<file path="config.mk">
export PLATFORM = sky130hd
export DESIGN_NAME = regfile_sb
export DESIGN_NICKNAME = d
export VERILOG_FILES = /design/src/rtl/regfile_pkg.sv /design/src/rtl/regfile_scoreboard.sv /design/src/rtl/regfile_sb.sv
export SDC_FILE = /design/constraint.sdc
export NUM_CORES = 2
export LEC_CHECK = 0
export CELL_PAD_IN_SITES_DETAIL_PLACEMENT = 1
export CELL_PAD_IN_SITES_GLOBAL_PLACEMENT = 2
export CORE_UTILIZATION = 49
export DETAILED_ROUTE_END_ITERATION = 10
export GPL_TIMING_DRIVEN = 1
export PLACE_DENSITY_LB_ADDON = 0.1
export SLEW_MARGIN = 5
export SYNTH_ARGS = -nofsm -noshare
export SYNTH_HDL_FRONTEND = slang
export SYNTH_SLANG_ARGS = --single-unit
</file>
<file path="constraint.sdc">
create_clock -name clk -period 61.1 [get_ports clk]
set_input_delay 12.22 -clock clk [delete_from_list [all_inputs] [get_ports clk]]
set_output_delay 12.22 -clock clk [all_outputs]
set_load 0.01 [all_outputs]
</file>
<file path="src/rtl/regfile_pkg.sv">
// rtl/regfile_pkg.sv - shared defaults and types for the scoreboarded register file
package regfile_pkg;

  localparam int XLEN_DEFAULT  = 32;
  localparam int NREGS_DEFAULT = 32;
  localparam int AW_DEFAULT    = $clog2(NREGS_DEFAULT);

  typedef logic [AW_DEFAULT-1:0]   reg_addr_t;
  typedef logic [XLEN_DEFAULT-1:0] word_t;

endpackage

</file>
<file path="src/rtl/regfile_scoreboard.sv">
// rtl/regfile_scoreboard.sv - per-register busy bits with issue/write-back/flush priority
module regfile_scoreboard
  import regfile_pkg::*;
#(
  parameter  int NREGS = NREGS_DEFAULT,
  localparam int AW    = $clog2(NREGS)
) (
  input  logic             clk,
  input  logic             rst,
  input  logic             en,
  input  logic             iss_valid,
  input  logic [AW-1:0]    iss_rd,
  input  logic             wb_valid,
  input  logic [AW-1:0]    wb_rd,
  input  logic             flush,
  output logic             iss_ready,
  output logic [NREGS-1:0] busy
);

  logic [NREGS-1:0] busy_q;
  logic [NREGS-1:0] busy_d;
  logic             iss_take;

  // A destination may be claimed when it has no outstanding writer, or when
  // that writer retires in this very cycle.
  assign iss_ready = en && ((iss_rd == '0) || !busy_q[iss_rd] ||
                            (wb_valid && (wb_rd == iss_rd)));
  assign iss_take  = iss_valid && iss_ready && !flush;

  // Write-back clears first so a same-cycle issue to the same register wins;
  // flush overrides everything; x0 is never busy.
  always_comb begin
    busy_d = busy_q;
    if (wb_valid) busy_d[wb_rd] = 1'b0;
    if (flush) busy_d = '0;
    else if (iss_take) busy_d[iss_rd] = 1'b1;
    busy_d[0] = 1'b0;
  end

  // Busy state register; en = 0 holds it.
  always_ff @(posedge clk or posedge rst) begin
    if (rst) busy_q <= '0;
    else if (en) busy_q <= busy_d;
  end

  assign busy = busy_q;

endmodule

</file>
<file path="src/rtl/regfile_sb.sv">
// rtl/regfile_sb.sv - integer register file with busy scoreboard and write-back bypass
module regfile_sb
  import regfile_pkg::*;
#(
  parameter  int XLEN   = XLEN_DEFAULT,
  parameter  int NREGS  = NREGS_DEFAULT,
  parameter  int NREAD  = 2,
  parameter  int BYPASS = 1,
  localparam int AW     = $clog2(NREGS)
) (
  input  logic                  clk,
  input  logic                  rst,
  input  logic                  en,
  input  logic [NREAD*AW-1:0]   rd_addr,
  output logic [NREAD*XLEN-1:0] rd_data,
  output logic [NREAD-1:0]      rd_ready,
  input  logic                  iss_valid,
  input  logic [AW-1:0]         iss_rd,
  output logic                  iss_ready,
  input  logic                  wb_valid,
  input  logic [AW-1:0]         wb_rd,
  input  logic [XLEN-1:0]       wb_data,
  input  logic                  flush,
  output logic [NREGS-1:0]      busy
);

  logic [XLEN-1:0] regs [NREGS];

  regfile_scoreboard #(.NREGS(NREGS)) u_sb (
    .clk       (clk),
    .rst       (rst),
    .en        (en),
    .iss_valid (iss_valid),
    .iss_rd    (iss_rd),
    .wb_valid  (wb_valid),
    .wb_rd     (wb_rd),
    .flush     (flush),
    .iss_ready (iss_ready),
    .busy      (busy)
  );

  // Storage; x0 is never written so it keeps its reset value of zero.
  always_ff @(posedge clk or posedge rst) begin
    if (rst) begin
      for (int i = 0; i < NREGS; i++) regs[i] <= '0;
    end else if (en && wb_valid && (wb_rd != '0)) begin
      regs[wb_rd] <= wb_data;
    end
  end

  for (genvar p = 0; p < NREAD; p++) begin : g_rd
    logic [AW-1:0] addr;
    logic          hit;

    assign addr = rd_addr[p*AW +: AW];
    // Forward the retiring value so a consumer need not wait a cycle for it.
    assign hit  = (BYPASS != 0) && wb_valid && (wb_rd == addr) && (addr != '0);

    assign rd_data[p*XLEN +: XLEN] = !en ? '0 : (hit ? wb_data : regs[addr]);
    assign rd_ready[p]             = en && (hit || !busy[addr]);
  end

endmodule

</file>
==> run_results.csv <==
group,metric,value,unit
clocking,cts_tree,"built",
clocking,cts.sinks,1055,
floorplanning,fp.dieW,344.4,um
placed_design,globalplace.congestion,0.8504,
critical_path,endpoint_kind,"output pin",
clocking,postCtsHoldBufs,0,
routing,vias_per_cell,7.039,
synth,ys_seq_area_frac,0.4596,
power_and_ir_drop,vdd_ir_drop_max,0.02422,mV
timing,max-slew-margin-rel,0.1674,
routing,drt_wl_total,201200,um
placed_design,dp_hpwl,111600,um
synth,synth_nets,4068,
timing,whs,0.3957,ns
outcome,outcome,"finished, final reports clean",
floorplanning,die_h,344.4,um
clocking,postCtsResizedCells,0,
clocking,clkSlewWorstSetupHoldPaths,0.06,ns
grt,grt-ovfl-total,0,
timing,rsz0062_at_grt,"no",
final_layout,multi_input_area,29060,sq um
timing,finalHoldViolCount,0,
critical_path,rr_worst_depth,6,
critical_path,crit_required,48.88,ns
grt,grt_pass1_vias,42430,
timing,fin_crit_sh,0.4722,
synth,ys_warn_count,0,
hold_path,worstHoldEndpoint,"regs[999]",
hold_path,holdCritPathClass,"flop to flop",
critical_path,reg2reg_from,"u_sb.busy[27]",
timing,drv_slew,0,
clocking,htree_levels,3,
clocking,root_buffer,"clkbuf_16",
critical_path,reg2reg_setup_slack,58.83,ns
synth,mappedNetlistArea,57440,sq um
power_and_ir_drop,power_leakage,27.63,nW
grt,grt_use_total,0.3450,
timing,fmax,34.66,MHz
final_layout,fillers,10830,
floorplanning,core,116200,sq um
final_layout,final_nets,3973,
flow_run,cap_violations,0,
placed_design,io_buffers,155,
critical_path,arrival,16.63,ns
routing,drc,0,
routing,wire_per_inst,36.32,um
final_layout,regArea,26400,sq um
routing,drtAntennaViolNets,0,
timing,fin_worst_skew,0.01796,ns
timing,tightest_slew,1.245,ns
clocking,clockBufferDepth,3,
hold_path,holdCritStartpoint,"regs[999]",
grt,grt_pass1_wl,298300,um
routing,vias,39000,
routing,drtPass1Iterations,7,
synth,syn_inst,4010,
clocking,post_cts_buffers,0,
power_and_ir_drop,pwr_density_cell,30.05,nW/um^2
floorplanning,start_util,0.4943,
synth,ys_types,65,
critical_path,worstPathMaxFanout,54,
floorplanning,die_area,118600,sq um
synth,synth-edff-count,0,
clocking,numCtsBuffers,118,
synth,ys_ff_latch,1055,
synth,synth_top_area_share,0.4596,
synth,async_reset_ff_frac,1.000,
placed_design,dp_slack,32.09,ns
timing,setup_tns,0,ns
timing,setup_violations,0,
hold_path,holdPathStages,0,
critical_path,cp-start-kind,"input port",
synth,synth_area_leader_cell,"dfrtp_1",
routing,detail_route.iter0.violations,3276,
floorplanning,rows,125,
grt,grt_max_degree,187,
synth,ys_top_cells_by_area,"dfrtp_1 46%, mux2_2 20%, mux4_2 18%",
floorplanning,ios,157,
critical_path,reg2reg_to,"u_sb.busy[11]",
timing,fin_crit,28.85,ns
clocking,worst_skew_pair.late_latency,0.73,ns
synth,postSynthAreaPerCell,14.33,sq um
synth,synth_ff_type,"dfrtp_1",
timing,setup_slack,32.25,ns
final_layout,drive_gt1_frac,0.4571,
critical_path,worstSetupPathType,"input port to output pin",
grt,antenna_found_initial,6,
final_layout,area_growth,11.13,%
-- flip-flops by register name, indices dropped and copies added (netlist names) --
name       flops
u_sb.busy     31
regs        1024
-- how the worst max path moves through the flow --
stage,startpoint,to,slack [ns],cells past startpoint
finish,rd_addr[5],rd_data[44],32.25,8
global route,rd_addr[5],rd_data[44],31.91,8
CTS,rd_addr[5],rd_data[39],32.11,8
detailed placement,rd_addr[5],rd_data[44],32.09,8
global placement,rd_addr[5],rd_data[39],32.10,8
floorplan,rst,regs[0],19.18,1
-- layer usage --
metal,global-route usage,vias to the layer above,part of all wire
li1,-,15470,-
met1,0.4696,21520,0.41
met2,0.5487,1554,0.48
met3,0.05853,459,0.065
met4,0.1475,4,0.047
met5,0,-,0.00017
-- cell type report --
type,count,area share
well taps,1524,0.02987
repair buffers,253,0.03630
multi-input cells,2480,0.4553
diodes,3,0.0001176
clock inverters,40,0.008624
flip-flops and latches,1055,0.4136
clock buffers,179,0.05572
inverters,7,0.0005292
-- Yosys cell counts, types with 13 or more instances --
cell      number
a22oi_1       37
buf_6         14
mux2_2      1008
o21ai_1       25
a22o_1        57
nand2b_1      15
mux4_2       461
a31oi_1       42
nand3_1       44
clkbuf_1     234
a32oi_1       14
mux2_1        21
o21a_1        15
o22a_1        29
o211ai_1      40
dfrtp_1     1055
buf_2        166
o21ai_0      110
nor2_1        87
nor3_1        18
nand2_1       53
a221oi_1      84
o22ai_1       38
mux2i_1      118
buf_4         36
buf_1         18
a21oi_1       31
a222oi_1      13
-- cells in the final DEF (no fill, tap or decap), types with 57 or more instances in the layout --
master,count
a221oi_1,84
a22o_1,57
buf_4,98
clkbuf_16,122
clkdlybuf4s50_1,147
dfrtp_1,1055
mux2_2,1008
mux2i_1,118
mux4_2,461
nor2_1,71
o21ai_0,110
-- where the power goes --
part | switching [W] | total, W | leakage (nW) | internal (W)
registers | 0.0000685 | 0.000855 | 14.1 | 0.000786
clock network | 0.000302 | 0.000755 | 2.03 | 0.000453
logic | 0.000138 | 0.000309 | 11.5 | 0.000170
-- cells by family after synthesis --
group                  count (synthesis)  share of synthesized area
AO/OA/AOI/OAI                        572                    0.07144
XOR/XNOR                              14                   0.002135
buffers and inverters                475                    0.03884
flip-flops                          1055                     0.4596
multiplexers                        1608                     0.4030
other                                  1                 0.00006528
AND/OR/NAND/NOR                      285                    0.02492
-- critical path, cell delays in order --
cell	delay, ns
buf_8	0.45
buf_4	0.90
buf_4	0.95
mux4_2	0.61
a22o_1	0.25
a221oi_1	0.44
a31oi_1	0.20
clkdlybuf4s50_1	0.52
-- per-stage QoR --
step / cell area [sq um] / util / cells / power [W]
finish: 63840 / 0.5493 / 5541 / 0.001919
global route: 63830 / 0.5493 / 5539 / 0.001983
CTS: 63830 / 0.5493 / 5538 / 0.001928
detailed placement: 59720 / 0.5139 / 5319 / 0.001171
global placement: 59720 / 0.5139 / 5319 / 0.001144
floorplan: 57440 / - / 4010 / 0.001074
Note: power is estimated with default switching activity, not from simulation.
